File: src/rtl/rom_share_arbiter_if.sv
// Bus between the pixel requesters, the shared image ROM and rom_share_arbiter.
// Signal names follow the arbiter's original port names for drop-in compatibility.
interface rom_share_arbiter_if #(
  parameter int unsigned NUM_REQ = 4,
  parameter int unsigned ADDR_W  = 16,
  parameter int unsigned DATA_W  = 8
);
  logic [NUM_REQ-1:0]        req_in;
  logic [NUM_REQ*ADDR_W-1:0] addr_in;
  logic [NUM_REQ-1:0]        gnt_out;
  logic [ADDR_W-1:0]         rom_addr_out;
  logic [DATA_W-1:0]         rom_data_in;
  logic [NUM_REQ-1:0]        valid_out;
  logic [DATA_W-1:0]         data_out;

  modport master (
    output req_in, addr_in, rom_data_in,
    input  gnt_out, rom_addr_out, valid_out, data_out
  );

  modport slave (
    input  req_in, addr_in, rom_data_in,
    output gnt_out, rom_addr_out, valid_out, data_out
  );
endinterface

File: src/rtl/rom_share_arbiter.sv
// Round-robin sharing of one registered-output image ROM among NUM_REQ blobs,
// with a tag pipeline that returns each word to its requester ROM_LAT+2 cycles after grant.
module rom_share_arbiter #(
  parameter int unsigned NUM_REQ = 4,
  parameter int unsigned ADDR_W  = 16,
  parameter int unsigned DATA_W  = 8,
  parameter int unsigned ROM_LAT = 1
) (
  input logic              pixel_clk_in,
  input logic              rst_in,
  rom_share_arbiter_if.slave bus
);
  localparam int unsigned ID_W = (NUM_REQ > 1) ? $clog2(NUM_REQ) : 1;

  typedef struct packed {
    logic            v;
    logic [ID_W-1:0] id;
  } tag_t;

  logic [ID_W-1:0]    ptr_q, ptr_d;
  logic [ADDR_W-1:0]  addr_q, addr_d;
  logic [NUM_REQ-1:0] valid_q;
  logic [DATA_W-1:0]  data_q;
  tag_t               tag_q [ROM_LAT+1];

  logic [NUM_REQ-1:0] gnt_d;
  logic [ID_W-1:0]    gnt_id;
  logic               gnt_any;
  int unsigned        idx;
  logic [ID_W-1:0]    idx_w;

  // First requester at or after ptr wins; grant is suppressed while reset is held.
  always_comb begin
    gnt_d   = '0;
    gnt_id  = '0;
    gnt_any = 1'b0;
    idx     = 0;
    idx_w   = '0;
    for (int unsigned k = 0; k < NUM_REQ; k++) begin
      idx   = (32'(ptr_q) + k) % NUM_REQ;
      idx_w = ID_W'(idx);
      if (!gnt_any && bus.req_in[idx_w]) begin
        gnt_any = 1'b1;
        gnt_id  = idx_w;
      end
    end
    if (rst_in) begin
      gnt_any = 1'b0;
    end
    if (gnt_any) begin
      gnt_d[gnt_id] = 1'b1;
    end
  end

  always_comb begin
    ptr_d  = (gnt_id == ID_W'(NUM_REQ - 1)) ? '0 : gnt_id + 1'b1;
    addr_d = bus.addr_in[gnt_id*ADDR_W +: ADDR_W];
  end

  always_ff @(posedge pixel_clk_in or posedge rst_in) begin
    if (rst_in) begin
      ptr_q   <= '0;
      addr_q  <= '0;
      valid_q <= '0;
      data_q  <= '0;
      for (int unsigned i = 0; i <= ROM_LAT; i++) begin
        tag_q[i] <= '0;
      end
    end else begin
      if (gnt_any) begin
        ptr_q  <= ptr_d;
        addr_q <= addr_d;
      end
      tag_q[0] <= '{v: gnt_any, id: gnt_id};
      for (int unsigned i = 1; i <= ROM_LAT; i++) begin
        tag_q[i] <= tag_q[i-1];
      end
      // Last tag stage lines up with the ROM's read data for the same grant.
      if (tag_q[ROM_LAT].v) begin
        valid_q <= NUM_REQ'(1) << tag_q[ROM_LAT].id;
        data_q  <= bus.rom_data_in;
      end else begin
        valid_q <= '0;
      end
    end
  end

  assign bus.gnt_out      = gnt_d;
  assign bus.rom_addr_out = addr_q;
  assign bus.valid_out    = valid_q;
  assign bus.data_out     = data_q;
endmodule

File: src/flat_wrapper.sv
// flat-port wrapper written by rule: the top's interface ports become plain ports
module rom_share_arbiter_flat 
#(
  parameter int unsigned NUM_REQ = 4,
  parameter int unsigned ADDR_W  = 16,
  parameter int unsigned DATA_W  = 8,
  parameter int unsigned ROM_LAT = 1
)
  (pixel_clk_in, rst_in, bus_req_in, bus_addr_in, bus_rom_data_in, bus_gnt_out, bus_rom_addr_out, bus_valid_out, bus_data_out);
  rom_share_arbiter_if #(.NUM_REQ(NUM_REQ), .ADDR_W(ADDR_W), .DATA_W(DATA_W)) bus_i ();
  input logic pixel_clk_in;
  input logic rst_in;
  input wire logic [$bits(bus_i.req_in)-1:0] bus_req_in;
  input wire logic [$bits(bus_i.addr_in)-1:0] bus_addr_in;
  input wire logic [$bits(bus_i.rom_data_in)-1:0] bus_rom_data_in;
  output wire logic [$bits(bus_i.gnt_out)-1:0] bus_gnt_out;
  output wire logic [$bits(bus_i.rom_addr_out)-1:0] bus_rom_addr_out;
  output wire logic [$bits(bus_i.valid_out)-1:0] bus_valid_out;
  output wire logic [$bits(bus_i.data_out)-1:0] bus_data_out;
  assign bus_i.req_in = bus_req_in;
  assign bus_i.addr_in = bus_addr_in;
  assign bus_i.rom_data_in = bus_rom_data_in;
  assign bus_gnt_out = bus_i.gnt_out;
  assign bus_rom_addr_out = bus_i.rom_addr_out;
  assign bus_valid_out = bus_i.valid_out;
  assign bus_data_out = bus_i.data_out;
  rom_share_arbiter #(.NUM_REQ(NUM_REQ), .ADDR_W(ADDR_W), .DATA_W(DATA_W), .ROM_LAT(ROM_LAT)) u_core (.pixel_clk_in(pixel_clk_in), .rst_in(rst_in), .bus(bus_i));
endmodule
File: config.mk
export PLATFORM = sky130hd
export DESIGN_NAME = rom_share_arbiter_flat
export DESIGN_NICKNAME = d
export VERILOG_FILES = /design/src/rtl/rom_share_arbiter_if.sv /design/src/rtl/rom_share_arbiter.sv /design/src/flat_wrapper.sv
export SDC_FILE = /design/constraint.sdc
export NUM_CORES = 1
export LEC_CHECK = 0
export CORE_ASPECT_RATIO = 0.7
export CORE_MARGIN = 2
export CORE_UTILIZATION = 39
export DETAILED_ROUTE_END_ITERATION = 8
export PLACE_DENSITY = 0.8
export SLEW_MARGIN = 20
export SYNTH_ARGS = -nofsm -noshare
export SYNTH_HDL_FRONTEND = slang
export SYNTH_SLANG_ARGS = --single-unit
File: constraint.sdc
create_clock -name pixel_clk_in -period 2.65 [get_ports pixel_clk_in]
set_clock_uncertainty 0.05 [all_clocks]
set_input_delay 0.53 -clock pixel_clk_in [delete_from_list [all_inputs] [get_ports pixel_clk_in]]
set_output_delay 0.53 -clock pixel_clk_in [all_outputs]
set_load 0.05 [all_outputs]
==> results.json <==
{
  "relSlewSlack_pct": 63.5,
  "worstHoldStart": "u_core.tag_q[4]",
  "cts_buffer_depth": 2,
  "avgSynthCellArea_um2": 11.2,
  "ys_ff_latch": 36,
  "syn_to_final_growth_pct": 73.4,
  "worstPathArrival_ns": 1.99,
  "p_leak_nw": 1.55,
  "finalCriticalPeriod_ns": 2.57,
  "cp_max_fo": 3,
  "ir_worst_vdd_v": 0.000478,
  "htree_levels": 2,
  "setup_slack_ns": 0.0850,
  "final-hold-violation-count": 0,
  "drt_wl_total_um": 5820,
  "nNetsFinal": 390,
  "cpMostUsedCell": "buf_4",
  "path_cells": "clkdlybuf4s50_1 > buf_4 > nand4b_1 > nand3_2 > inv_2 > buf_4 > nor3_2 > buf_6",
  "vias": 1912,
  "syn_area_um2": 2030,
  "place_hpwl_um": 4390,
  "pre_cts_ws_ns": -0.140,
  "syn_nets": 260,
  "min_period_over_period_pct": 96.8,
  "r2r-start": "u_core.ptr_q[1]",
  "start_util_pct": 41.6,
  "worst_pin_slew_ns": 0.546,
  "grt_overflow": 0,
  "startpoint_type": "input port",
  "mostFrequentLayoutCell": "clkdlybuf4s50_1",
  "r2r_end": "u_core.bus.rom_addr_out[7]",
  "clk_latency_ns": 0.29,
  "cts-root-buf": "clkbuf_8",
  "hold_path_class": "reg -> reg",
  "grt_pass1_wl_um": 9290,
  "slew_viol_final": 0,
  "r2r_cells": 7,
  "place.gp.congestion": 0.784,
  "reg2reg_slack_ns": 0.46,
  "synth_edf_count": 0,
  "clkTransAtPathRegs_ns": 0.07,
  "n_antenna_cell": 0,
  "fmax_mhz": 390,
  "final_cell_mix": "clkdlybuf4s50_1, dfrtp_1, buf_4, inv_1",
  "hold_slack_ns": 0.304,
  "ys_warn_count": 0,
  "status": "finished, final reports clean",
  "synth_cells": 182,
  "hold_end": "u_core.tag_q[1]",
  "ys_types": 39,
  "grt_usage_pct": 20.5,
  "via_per_inst": 5.01,
  "postCtsHoldBufs": 0,
  "portBuffers": 109,
  "chipWidth_um": 90.2,
  "power.total_mw": 2.97,
  "core_area_um2": 4890,
  "clock_sinks": 36,
  "synthArstFlopShare_pct": 100,
  "die_area_um2": 5810,
  "firstDrtPassIters": 4,
  "cts_tree": "yes",
  "seq_area_frac_synth_pct": 44.4,
  "dieHeight_um": 64.4,
  "drt-initial-drc-count": 123,
  "grt_start_max_net_pins": 37,
  "tns_ns": 0,
  "power_density_nw_per_um2": 843,
  "cts_buffers": 5,
  "cap_violations": 0,
  "wire_per_inst_um": 15.2,
  "ant_nets": 0,
  "holdPathStages": 0,
  "grt_antenna_before_repair": 0,
  "path_buf_inv": 5,
  "synth_flop_cell": "dfrtp_1",
  "io_pins": 110,
  "cp_slowest_cell": "clkdlybuf4s50_1",
  "rsz0062_at_grt": "false",
  "drive_above_1_share_pct": 24.3,
  "cp-end-kind": "output port",
  "crit_type": "in -> out",
  "required_ns": 2.07,
  "drc_errors": 0,
  "max_stage_delay_ns": 0.44,
  "critical_path.top_delay_family": "buffers and inverters",
  "finalSetupViolations": 0,
  "rows": 21,
  "grt_pass1_vias": 1954
}
report_power, final:
group,total (mW),switching (mW),internal (mW)
combinational,1.67,0.937,0.737
clock,0.479,0.200,0.278
sequential,0.818,0.110,0.708
total,2.97,1.25,1.72
layer usage:
layer / up-vias / share of wire, % / global-route usage [%]
met3: 6 / 7.9 / 7.31
met1: 911 / 43 / 25.3
met5: - / 0 / 0
met2: 84 / 48 / 34.4
met4: 0 / 1.0 / 5.19
li1: 911 / - / -
worst reg2reg max path, cell delays in order (launching register included):
cell and delay, ns:
dfrtp_1 0.51, nor3b_2 0.27, o21bai_4 0.16, or2_4 0.17, buf_4 0.14, buf_4 0.22
mux2_1 0.35, o211a_1 0.20
cell families (layout without fill, tap and decap cells):
group,Yosys count,in the layout,synth area share (%)
AO/OA/AOI/OAI,55,55,22.8
AND/OR/NAND/NOR,37,37,10.4
flip-flops,36,36,44.4
buffers and inverters,29,160,6.84
multiplexers,24,24,15.2
XOR/XNOR,1,1,0.431
metrics by stage:
| stage | utilization [%] | instance area, um^2 | cells |
|---|---|---|---|
| 3_5_place_dp | 68.0 | 3330 | 370 |
| 6_report | 72.1 | 3520 | 382 |
| 3_3_place_gp | 68.0 | 3330 | 370 |
| 4_1_cts | 71.1 | 3470 | 378 |
| 2_1_floorplan | - | 2040 | 182 |
| 5_1_grt | 72.1 | 3520 | 382 |
layout make-up:
type	instances	area, um^2
Inverter	18	70.1
Timing Repair Buffer	134	1300
Clock buffer	5	68.8
Multi-Input combinational cell	117	1050
Clock inverter	3	42.5
Fill cell	370	1370
Tap cell	69	86.3
Sequential cell	36	901
how the worst max path moves through the flow:
stage                     cells after the start  slack (ns)                    endpoint           from
after global routing                          8        0.01              bus_gnt_out[1]  bus_req_in[3]
after CTS                                     8        0.07              bus_gnt_out[1]  bus_req_in[3]
after detailed placement                      8       -0.14  u_core.bus.rom_addr_out[7]  bus_req_in[1]
after floorplan                               6       -0.37              bus_gnt_out[0]  bus_req_in[1]
final                                         8        0.08              bus_gnt_out[1]  bus_req_in[3]
after global placement                        8       -0.09  u_core.bus.rom_addr_out[7]  bus_req_in[1]
Yosys cell counts (2+ instances only):
cell type / instances / area [um^2]
a211oi_1: 2 / 15.0
mux2i_1: 3 / 30.0
o21a_1: 3 / 22.5
a2111oi_2: 2 / 30.0
inv_2: 2 / 7.51
inv_1: 15 / 56.3
o21ai_0: 13 / 65.1
nor3_1: 4 / 20.0
clkbuf_1: 5 / 18.8
nor2_1: 7 / 26.3
buf_6: 3 / 33.8
mux2_4: 11 / 165
o21ai_1: 2 / 10.0
o211a_1: 13 / 130
dfrtp_1: 36 / 901
nand2_1: 4 / 15.0
mux2_1: 2 / 22.5
nor3b_1: 2 / 15.0
o211ai_1: 13 / 97.6
nand2b_1: 13 / 81.3
a211oi_2: 2 / 25.0
mux2_2: 8 / 90.1
registers in the layout (all words and copies together) (netlist names):
| register | count |
|---|---|
| u_core.bus.valid_out | 4 |
| u_core.ptr_q | 2 |
| u_core.bus.data_out | 8 |
| u_core.tag_q | 6 |
| u_core.bus.rom_addr_out | 16 |
timing repair:
item,4_1_cts,5_1_grt
pin swaps,0,4
setup buffers,0,4
gates cloned,0,0
setup endpoints to repair,4,3
gates resized for setup,11,4
Power figures use the tool's default switching activity.
